--- src/rtl/bus_cycle_gen_8088.sv ---
// 8088-style bus cycle initiator: turns one host request into T1-T2-T3-[Tw]-T4 with status for an 8288.
// Define INTA_DOUBLE_EN to run INTA as two back-to-back bus cycles separated by one Ti.
module bus_cycle_gen_8088 #(
  parameter int MAX_WAIT = 15,
  parameter int WAIT_W   = 4
) (
  input  logic        clk,
  input  logic        reset,
  input  logic        req,
  input  logic [2:0]  req_type,
  input  logic [19:0] addr,
  input  logic [7:0]  wdata,
  input  logic        ready,
  input  logic [7:0]  ad_in,
  output logic [2:0]  s_n,
  output logic [7:0]  ad_out,
  output logic        ad_oe,
  output logic [11:0] a_hi,
  output logic [7:0]  rdata,
  output logic        busy,
  output logic        done,
  output logic        err
);

  typedef enum logic [2:0] {S_IDLE, S_T1, S_T2, S_T3, S_TW, S_T4, S_TI} state_t;

  localparam logic [2:0] ST_INTA  = 3'b000;
  localparam logic [2:0] ST_IOR   = 3'b001;
  localparam logic [2:0] ST_IOW   = 3'b010;
  localparam logic [2:0] ST_HALT  = 3'b011;
  localparam logic [2:0] ST_FETCH = 3'b100;
  localparam logic [2:0] ST_MEMR  = 3'b101;
  localparam logic [2:0] ST_MEMW  = 3'b110;
  localparam logic [2:0] ST_NONE  = 3'b111;
  localparam logic [WAIT_W-1:0] MAX_CNT = WAIT_W'(MAX_WAIT);

  state_t            state_q, state_d;
  logic [2:0]        type_q;
  logic [19:0]       addr_q;
  logic [7:0]        wdata_q;
  logic [7:0]        rdata_q;
  logic [WAIT_W-1:0] cnt_q;
  logic              abort_q;
  logic              accept, capture, wait_inc, timeout, first_pass;
  logic              is_read, is_write;

  assign is_read  = (type_q == ST_INTA) || (type_q == ST_IOR) ||
                    (type_q == ST_FETCH) || (type_q == ST_MEMR);
  assign is_write = (type_q == ST_IOW) || (type_q == ST_MEMW);
  assign a_hi     = addr_q[19:8];
  assign rdata    = rdata_q;
  assign busy     = (state_q != S_IDLE);

`ifdef INTA_DOUBLE_EN
  // Set once the first INTA pulse has finished; selects capture/done for the second.
  logic second_q;
  assign first_pass = (type_q == ST_INTA) && !second_q;

  always_ff @(posedge clk) begin
    if (reset) begin
      second_q <= 1'b0;
    end else if (accept) begin
      second_q <= 1'b0;
    end else if (state_q == S_T4 && first_pass && !abort_q) begin
      second_q <= 1'b1;
    end
  end
`else
  assign first_pass = 1'b0;
`endif

  always_ff @(posedge clk) begin
    if (reset) begin
      state_q <= S_IDLE;
    end else begin
      state_q <= state_d;
    end
  end

  always_comb begin
    state_d  = state_q;
    accept   = 1'b0;
    capture  = 1'b0;
    wait_inc = 1'b0;
    timeout  = 1'b0;
    s_n      = ST_NONE;
    ad_out   = 8'h00;
    ad_oe    = 1'b0;
    done     = 1'b0;
    err      = 1'b0;
    case (state_q)
      S_IDLE: begin
        if (req && req_type != ST_NONE) begin
          accept  = 1'b1;
          state_d = S_T1;
        end
      end
      S_T1: begin
        s_n     = type_q;
        ad_out  = addr_q[7:0];
        ad_oe   = 1'b1;
        state_d = (type_q == ST_HALT) ? S_T4 : S_T2;
      end
      S_T2: begin
        s_n     = type_q;
        ad_out  = is_write ? wdata_q : 8'h00;
        ad_oe   = is_write;
        state_d = S_T3;
      end
      S_T3, S_TW: begin
        s_n    = type_q;
        ad_out = is_write ? wdata_q : 8'h00;
        ad_oe  = is_write;
        if (ready) begin
          capture = is_read && !first_pass;
          state_d = S_T4;
        end else if (MAX_WAIT != 0 && cnt_q == MAX_CNT) begin
          timeout = 1'b1;
          state_d = S_T4;
        end else begin
          wait_inc = 1'b1;
          state_d  = S_TW;
        end
      end
      S_T4: begin
        if (first_pass && !abort_q) begin
          state_d = S_TI;
        end else begin
          done    = 1'b1;
          err     = abort_q;
          state_d = S_IDLE;
        end
      end
      S_TI:    state_d = S_T1;
      default: state_d = S_IDLE;
    endcase
  end

  always_ff @(posedge clk) begin
    if (reset) begin
      type_q  <= ST_NONE;
      addr_q  <= '0;
      wdata_q <= '0;
      rdata_q <= '0;
      cnt_q   <= '0;
      abort_q <= 1'b0;
    end else begin
      if (accept) begin
        type_q  <= req_type;
        addr_q  <= addr;
        wdata_q <= wdata;
        abort_q <= 1'b0;
      end
      if (capture) begin
        rdata_q <= ad_in;
      end
      if (timeout) begin
        abort_q <= 1'b1;
      end
      if (state_q == S_T4) begin
        cnt_q <= '0;
      end else if (wait_inc) begin
        cnt_q <= cnt_q + 1'b1;
      end
    end
  end

endmodule

--- config.mk ---
export PLATFORM = sky130hd
export DESIGN_NAME = bus_cycle_gen_8088
export DESIGN_NICKNAME = d
export VERILOG_FILES = /design/src/rtl/bus_cycle_gen_8088.sv
export SDC_FILE = /design/constraint.sdc
export NUM_CORES = 1
export LEC_CHECK = 0
export ABC_AREA = 1
export CAP_MARGIN = 20
export CORE_ASPECT_RATIO = 0.7
export CORE_MARGIN = 3
export CORE_UTILIZATION = 39
export DETAILED_ROUTE_END_ITERATION = 10
export GPL_TIMING_DRIVEN = 0
export PLACE_DENSITY = 0.75
export SYNTH_ARGS = -nofsm -noshare
export SYNTH_HDL_FRONTEND = slang
export SYNTH_SLANG_ARGS = --single-unit
--- constraint.sdc ---
create_clock -name clk -period 1.25 [get_ports clk]
set_clock_uncertainty 0.05 [all_clocks]
set_input_delay 0.25 -clock clk [delete_from_list [all_inputs] [get_ports clk]]
set_output_delay 0.25 -clock clk [all_outputs]
set_load 0.005 [all_outputs]
==> results of run 1 <==
==> what timing repair did <==
item | 4_1_cts | 5_1_grt
gates resized for setup | 167 | 91
setup endpoints to repair | 75 | 70
pin swaps | 13 | 13
setup buffers | 24 | 7
gates cloned | 3 | 2
==> synth_stat cells <==
| master | count | area share, % |
|---|---|---|
| inv_1 | 11 | 2.0 |
| nand2_4 | 1 | 0.55 |
| o21ai_1 | 6 | 1.5 |
| ha_1 | 1 | 0.61 |
| clkinv_1 | 1 | 0.18 |
| nand2_1 | 45 | 8.2 |
| buf_2 | 1 | 0.24 |
| buf_8 | 1 | 0.73 |
| nor3_1 | 1 | 0.24 |
| nand3b_1 | 1 | 0.37 |
| buf_4 | 15 | 5.5 |
| xor2_1 | 1 | 0.43 |
| dfxtp_1 | 47 | 46 |
| clkbuf_1 | 5 | 0.91 |
| nor2_1 | 65 | 12 |
| clkbuf_4 | 1 | 0.37 |
| nand4_1 | 2 | 0.61 |
| clkbuf_2 | 1 | 0.24 |
| o21ai_0 | 34 | 8.3 |
| nor2_4 | 3 | 1.6 |
| a21oi_1 | 20 | 4.9 |
| nand2_2 | 1 | 0.30 |
| nand3_1 | 19 | 4.6 |
==> worst min-delay path, delay by kind of cell <==
family,cells,cell delay [ns]
compound gates,2,0.12
buf+inv,1,0.15
==> how the worst min path moves through the flow <==
stage / end / depth (start not counted) / slack, ns
6_report: type_q[2] / 3 / 0.21
5_1_grt: type_q[2] / 3 / 0.22
4_1_cts: rdata[0] / 2 / 0.26
3_5_place_dp: rdata[5] / 2 / 0.41
3_3_place_gp: abort_q / 2 / 0.40
2_1_floorplan: type_q[0] / 2 / 0.33
==> cell families (layout without fill, tap and decap cells) <==
group,Yosys count,count (layout),share of synthesized area [%]
compound gates,60,60,14.6
xor+xnor,1,1,0.426
fa+ha+maj,1,1,0.609
buf+inv,36,146,10.2
flops,47,47,45.8
simple gates,138,139,28.4
==> registers in the layout (all words and copies together) (netlist names) <==
register,flops
rdata,8
abort_q,1
cnt_q,4
wdata_q,8
addr_q,20
state_q,3
type_q,3
==> power groups by stage <==
| stage | Combinational (W) | Sequential [W] | Clock [W] |
|---|---|---|---|
| after floorplan | 0.000834 | 0.00188 | 0 |
| after global placement | 0.00143 | 0.00191 | 0 |
| after detailed placement | 0.00146 | 0.00192 | 0 |
| after CTS | 0.00186 | 0.00192 | 0.000870 |
| after global routing | 0.00245 | 0.00197 | 0.000917 |
| final | 0.00229 | 0.00194 | 0.000859 |
==> per-layer routing <==
metal / vias to the layer above / routed length, um
met2: 96 / 3480
met3: 15 / 520
met5: - / 0
li1: 1132 / -
met4: 0 / 153
met1: 1089 / 2940
==> final cells by class <==
cell class,instances,area [sq um]
inverter,12,56.3
fill,394,1380
timing repair buffer,104,971
buffer,23,198
clock buffer,7,76.3
multi-input combinational,201,1200
sequential,47,980
tap,69,86.3
==> stage by stage <==
step | hold slack (ns) | instance area, sq um | setup TNS (ns)
6_report | 0.214 | 3560 | -11.54
5_1_grt | 0.216 | 3560 | -15.16
4_1_cts | 0.261 | 3300 | -12.25
3_5_place_dp | 0.406 | 2930 | -27.21
3_3_place_gp | 0.401 | 2930 | -26.00
2_1_floorplan | 0.326 | 2090 | 0
==> out/results.txt, run 1 <==
Run status: finished, violations left
Failing checks: setup timing
CTS clk-pin slew, worst paths: 0.09 ns
Fin crit share: 144%
Clk root buf: clkbuf_8
Number of global-route vias before repair: 2205
Reg power frac: 38.2%
Final nets: 438
Slew @ Worst Pin: 0.528 ns
Die height: 66.7 um
First-pass GRT wire length: 10600 um
Post-layout util: 72.1%
Via count: 2332
Worst ir drop on vdd: 662 uV
Die Wd: 92.8 um
Crit-path cells: inv_6 -> nand3_2 -> nand2_4 -> buf_4 -> nor2_4 -> o21ai_2 -> buf_2
Met2 Resource Use GR: 37.0%
Total power: 0.00509 W
Synthesis-to-layout area growth: 73.3%
Final setup viols: 59
Relative slew margins: 64.8%
R2r endpoint: wdata_q[5]
Routability Congestion: 0.805
Maxcap violations: 0
Critical Path End: ad_out[5]
Fraction of layout cells with a size suffix above 1: 42.9%
Grt met1 use: 27.6%
Drt wl/cell: 15.3 um
Most frequent cells in the layout: 38 x clkdlybuf4s50_1, 37 x nand2_1, 34 x nor2_1
Worst setup margin: -0.550 ns
GRT overflow: 0
Post-place setup slack: -0.742 ns
Clock sink count: 47
Logic pwr share: 45.0%
R2R setup slack: -0.18 ns
Floorplan row count: 21
Number of hold buffers added after CTS: 0
Syn_area_per_cell: 7.26 sq um
Sw Share: 34.7%
Crit start category: flop
Slowest stage delay, CP: 0.42 ns
Maximum fanout along the worst path: 5
Worst EP required: 0.95 ns
Switching pwr: 0.00177 W
Diodes inserted: 0
Number of port buffers: 76
Final Non-Filler Cells: 463
DR iter-0 viols: 125
Reg2reg path depth: 7
Power share of the clock group: 16.9%
Power Density: 1430 nW/um^2
Syn Inst Count: 283
Core region area: 4940 sq um
Crit. End Element: primary output
TritonCTS clock tree: built
Initial Util: 41.6%
Unique masters post-synth: 23
HP Start: req_type[2]
CP Class: reg -> out
CTS Buf Count: 5
Fmax achieved: 555 MHz
Sequential area share after synthesis: 45.8%
Clock Latency Late Sink: 0.30 ns
Leakage power: 1.53 nW
Hold Path Class: in -> reg
Crit path DAT: 1.50 ns
Initial DRT Pass Iterations: 4
Die area: 6190 sq um
Post-synthesis cell area: 2060 sq um
Drt via density: 5.04
Synth warn: 0
Gr busiest metal: met2
Synthesized flop and latch total: 47
DRC: 0
Buf+Inv Stages, Crit Path: 3
Reg-to-reg critical path startpoint: state_q[1]
Post-Route WL: 7100 um
Final Slew Violations: 0
Critical Path Source: state_q[2]
Total track usage: 21.7%
RSZ-0062 raised after global routing: true
Levels on crit path: 7
DP Cell Count: 428
Syn nets: 327
Final Critical Period: 1.80 ns
Worst path top cell family by delay: flip-flops
Most common cell after layout, fill and taps aside: clkdlybuf4s50_1
Slowest CP cell: dfxtp_4
GRT met3 Usage: 4.74%
Post-DP HPWL: 4240 um
Internal: 0.00333 W
CTS max path bufs: 2
Post-DRT Antenna Nets: 0
Final Hold Viols: 0
Initial antenna violation count: 0
Total I/O pin count: 78
Htree depth: 2
Largest net degree at the start of global routing: 14
No activity file was read; power rests on OpenSTA's default activity.
==> inputs of run 2 (changes only) <==
- SKIP_LAST_GASP: unset -> 1
- SLEW_MARGIN: unset -> 15
==> run 2 against run 1 <==
Net effect: non-clock buffer count rose by 8; register-to-register slack got worse by 0.20 ns; combinational power up 11%; clock-buffer cell count stayed put; global-route usage shrank 0.15 points; sequential share of layout area shrank 1.7 points; utilization grew 4.7 points; sequential cell count unchanged; via count is 8.6% higher; the run still ends with setup timing left; critical path type unchanged.
==> out/results.txt, run 2 (synthesis gave the netlist of run 1 again) <==
Final nets: 446
Relative slew margins: 60.0%
Failing checks: setup timing
Clock sink count: 47
Worst EP required: 0.95 ns
Slowest CP cell: dfxtp_4
Crit. End Element: primary output
Worst path top cell family by delay: buffers and inverters
Post-Route Setup TNS: -17.34 ns
Core region area: 4940 sq um
GRT overflow: 0
Crit start category: flop
Htree depth: 2
Run status: finished, violations left
Final setup viols: 64
Reg with most FFs: addr_q
Total track usage: 21.6%
RSZ-0062 raised after global routing: true
Synthesis-to-layout area growth: 84.5%
Reg power frac: 36.3%
Buf+Inv Stages, Crit Path: 4
Fraction of layout cells with a size suffix above 1: 48.3%
Clk root buf: clkbuf_8
Number of port buffers: 76
Die area: 6190 sq um
GRT met3 Usage: 4.97%
DRC: 0
Drt via density: 5.38
Floorplan row count: 21
Post-DP HPWL: 4240 um
CTS max path bufs: 2
Met2 Resource Use GR: 36.9%
CTS Buf Count: 5
Slowest stage delay, CP: 0.43 ns
Via count: 2532
Maxcap violations: 0
Post-layout util: 76.8%
Die height: 66.7 um
Final Slew Violations: 0
Power share of the clock group: 16.4%
CP Class: reg -> out
CTS clk-pin slew, worst paths: 0.09 ns
Worst ir drop on vdd: 664 uV
Final Hold Viols: 0
TritonCTS clock tree: built
Drt wl/cell: 18.1 um
Logic pwr share: 47.3%
First-pass GRT wire length: 10500 um
Switching pwr: 0.00195 W
Sw Share: 36.2%
Diodes inserted: 0
Final Critical Period: 1.81 ns
Power Density: 1420 nW/um^2
Number of hold buffers added after CTS: 0
Gr busiest metal: met2
Hold Path Class: in -> reg
Initial Util: 41.6%
Clock Latency Late Sink: 0.31 ns
Design Area, Final: 3790 sq um
Internal: 0.00344 W
Routability Congestion: 0.805
Number of global-route vias before repair: 2177
Max FFs per register: 20
Post-Route WL: 8540 um
DP Area: 2930 sq um
Fin crit share: 145%
Leakage power: 1.57 nW
Total power: 0.00540 W
Maximum fanout along the worst path: 6
Total I/O pin count: 78
DR iter-0 viols: 150
Crit-path cells: buf_4 -> nand3_4 -> clkinv_2 -> buf_4 -> nand2_1 -> o21ai_2 -> buf_2
Worst setup margin: -0.560 ns
Initial antenna violation count: 0
Initial DRT Pass Iterations: 5
CP most frequent cell: buf_4
Largest net degree at the start of global routing: 14
Crit path DAT: 1.51 ns
Die Wd: 92.8 um
Post-DRT Antenna Nets: 0
Grt met1 use: 27.6%
R2R setup slack: -0.38 ns
Slew @ Worst Pin: 0.600 ns
Most common cell after layout, fill and taps aside: clkdlybuf4s50_1
Fmax achieved: 552 MHz
Most frequent cells in the layout: 41 x clkdlybuf4s50_1, 38 x nor2_1, 30 x buf_4
==> run 2: changes by cell type in the layout (fill, tap and decap cells not counted), sizes merged <==
cell           previous run  this run
dlymetal6s2s              3         0
buf                      59        66
clkdlybuf4s50            38        41
clkbuf                   21        22
==> run 2: layout make-up <==
| cell class | count | area, sq um |
|---|---|---|
| buffer | 23 | 194 |
| clock buffer | 7 | 76.3 |
| fill | 336 | 1150 |
| inverter | 12 | 61.3 |
| multi-input combinational | 201 | 1320 |
| sequential | 47 | 980 |
| tap | 69 | 86.3 |
| timing repair buffer | 112 | 1080 |
==> run 2: worst paths after layout <==
kind                                 start         to  cells after the start
worst max-delay path            state_q[0]  ad_out[2]                      7
worst min-delay path                 reset   rdata[0]                      2
worst max register to register  state_q[0]  addr_q[3]                      9
worst min register to register    rdata[5]   rdata[5]                      2
==> run 2: per-stage QoR <==
step	worst slack, ns	cells	hold WS (ns)
detailed placement	-0.742	428	0.406
global placement	-0.691	428	0.401
finish	-0.560	471	0.276
global route	-0.621	471	0.315
CTS	-0.516	459	0.261
floorplan	0.000458	283	0.326
==> run 2: routing by layer <==
layer / vias up / wire [um]
li1: 1148 / -
met1: 1215 / 3360
met2: 137 / 4240
met3: 32 / 601
met4: 0 / 342
met5: - / 0
==> run 2: worst reg2reg max path, cell delays in order (launching register included) <==
cell and delay, ns:
dfxtp_4 0.43, nor2_4 0.05, buf_4 0.13, buf_6 0.12, nand2_4 0.07, nor2_4 0.04
buf_12 0.14, buf_6 0.13, o21ai_0 0.25, nor2_1 0.09
==> run 2: power groups by stage <==
stage          clock (W)  sequential (W)  combinational [W]
6_report        0.000883         0.00196            0.00255
5_1_grt         0.000938         0.00198            0.00269
4_1_cts         0.000870         0.00192            0.00183
3_5_place_dp           0         0.00192            0.00146
3_3_place_gp           0         0.00191            0.00143
2_1_floorplan          0         0.00188           0.000834
==> run 2: timing repair <==
action / 4_1_cts / 5_1_grt
cloned: 3 / 4
setup buffers: 24 / 11
resized for setup: 157 / 127
setup endpoints to repair: 75 / 69
endpoints found under the hold margin: 0 / 0
pin swaps: 13 / 28
==> inputs of run 3 (changes only) <==
- CORE_MARGIN: 3 -> 5
==> run 3 against run 2 <==
Net effect: the run still ends with setup timing left; worst setup slack better by 0.034 ns; cell count shrank 0.85%; critical endpoint is now ad_out[7]; sequential power is essentially flat.
==> out/results.txt, run 3 (synthesis gave the netlist of run 1 again) <==
Initial antenna violation count: 0
Final Hold Viols: 0
Failing checks: setup timing
Core region area: 5170 sq um
Crit start category: flop
GRT overflow: 0
Maximum fanout along the worst path: 4
Post-Route Setup TNS: -15.26 ns
Die height: 70.7 um
Relative slew margins: 63.8%
DP Cell Count: 431
Post-DRT Antenna Nets: 0
Most common cell after layout, fill and taps aside: nor2_1
Synthesis-to-layout area growth: 66.2%
Sw Share: 32.7%
Die Wd: 96.8 um
Total I/O pin count: 78
Largest net degree at the start of global routing: 15
Clock sink count: 47
Clock Latency Late Sink: 0.30 ns
Post-Route WL: 6610 um
Initial DRT Pass Iterations: 4
Total track usage: 19.0%
Reg power frac: 38.5%
Final nets: 438
Clk root buf: clkbuf_8
Crit. End Element: primary output
Reg-to-reg critical path startpoint: state_q[0]
HP Start: reset
Drt wl/cell: 14.2 um
Fraction of layout cells with a size suffix above 1: 36.7%
RSZ-0062 raised after global routing: true
Final setup viols: 59
CTS Buf Count: 5
Number of port buffers: 76
Slew @ Worst Pin: 0.543 ns
Reg2reg path depth: 8
Worst EP required: 0.95 ns
CTS max path bufs: 2
Diodes inserted: 0
Design Area, Final: 3420 sq um
Most frequent cells in the layout: 62 x nor2_1, 41 x clkdlybuf4s50_1, 30 x nand2_1
Floorplan row count: 22
DRC: 0
Crit path DAT: 1.48 ns
Number of hold buffers added after CTS: 0
Max FFs per register: 20
TritonCTS clock tree: built
Hold path endpoint: rdata[0]
Fmax achieved: 563 MHz
Die area: 6850 sq um
Final Non-Filler Cells: 467
Run status: finished, violations left
Power share of the clock group: 22.9%
Initial Util: 39.7%
Fin crit share: 142%
Leakage power: 1.51 nW
Hold_ws: 0.265 ns
CP Class: reg -> out
Number of global-route vias before repair: 2295
Post-DP HPWL: 4240 um
Final Slew Violations: 0
CTS clk-pin slew, worst paths: 0.08 ns
Drt via density: 4.91
Routability Congestion: 0.776
Maxcap violations: 0
First-pass GRT wire length: 10800 um
Htree depth: 2
Hold Path Depth: 2
Worst setup margin: -0.527 ns
DP Area: 2940 sq um
R2r endpoint: type_q[1]
Worst ir drop on vdd: 849 uV
DR iter-0 viols: 151
Final Critical Period: 1.78 ns
Power Density: 1480 nW/um^2
R2R setup slack: -0.25 ns
Internal: 0.00339 W
# fillers: 440
Logic pwr share: 38.6%
Via count: 2294
Switching pwr: 0.00165 W
Hold Path Class: in -> reg
Reg with most FFs: addr_q
-- run 3: metrics by stage --
| step | setup WS (ns) | utilization, % | power [W] |
|---|---|---|---|
| after floorplan | 0.000458 | - | 0.00272 |
| after global placement | -0.658 | 56.7 | 0.00334 |
| after detailed placement | -0.659 | 56.7 | 0.00337 |
| after CTS | -0.482 | 64.4 | 0.00488 |
| after global routing | -0.581 | 66.0 | 0.00532 |
| final | -0.527 | 66.0 | 0.00504 |
-- run 3: power groups by stage --
stage	Combinational, W	Clock (W)	Sequential (W)
after CTS	0.00180	0.00116	0.00192
after floorplan	0.000834	0	0.00188
after global placement	0.00143	0	0.00192
after global routing	0.00212	0.00124	0.00197
final	0.00195	0.00116	0.00194
after detailed placement	0.00146	0	0.00192
-- run 3: critical path: stages (launching register included) --
cell     delay [ns]
dfxtp_4        0.38
buf_4          0.14
nand2_4        0.09
nand2_8        0.08
nor2_4         0.18
buf_6          0.14
o21ai_2        0.05
buf_2          0.13
-- run 3: per-layer routing --
layer	up-vias	GRT usage [%]	routed length, um	part of all wire [%]
li1	1135	-	-	-
met1	1080	23.7	2910	44
met2	65	32.0	3190	48
met3	14	5.91	436	6.6
met4	0	5.61	79	1.2
met5	-	0	0	0
-- run 3: worst max path at each step --
stage	from	end	cells past startpoint
3_3_place_gp	ready	rdata[5]	6
3_5_place_dp	ready	rdata[4]	6
4_1_cts	state_q[1]	ad_out[5]	6
2_1_floorplan	state_q[1]	ad_oe	6
6_report	state_q[2]	ad_out[7]	7
5_1_grt	state_q[2]	ad_out[7]	6
-- run 3: cell type report --
| type | count | area, sq um | share of cell area (%) |
|---|---|---|---|
| tap | 72 | 90.1 | 2.64 |
| multi-input combinational | 201 | 1100 | 32.2 |
| inverter | 12 | 51.3 | 1.50 |
| sequential | 47 | 975 | 28.5 |
| buffer | 24 | 189 | 5.53 |
| timing repair buffer | 103 | 890 | 26.0 |
| clock buffer | 8 | 123 | 3.59 |
-- run 3: timing repair --
action / in CTS / in global routing
hold endpoints to repair: 0 / 0
pin swaps: 16 / 16
endpoints found under the setup margin: 75 / 71
gates cloned: 4 / 0
resized for setup: 153 / 46
buffers inserted: 19 / 6
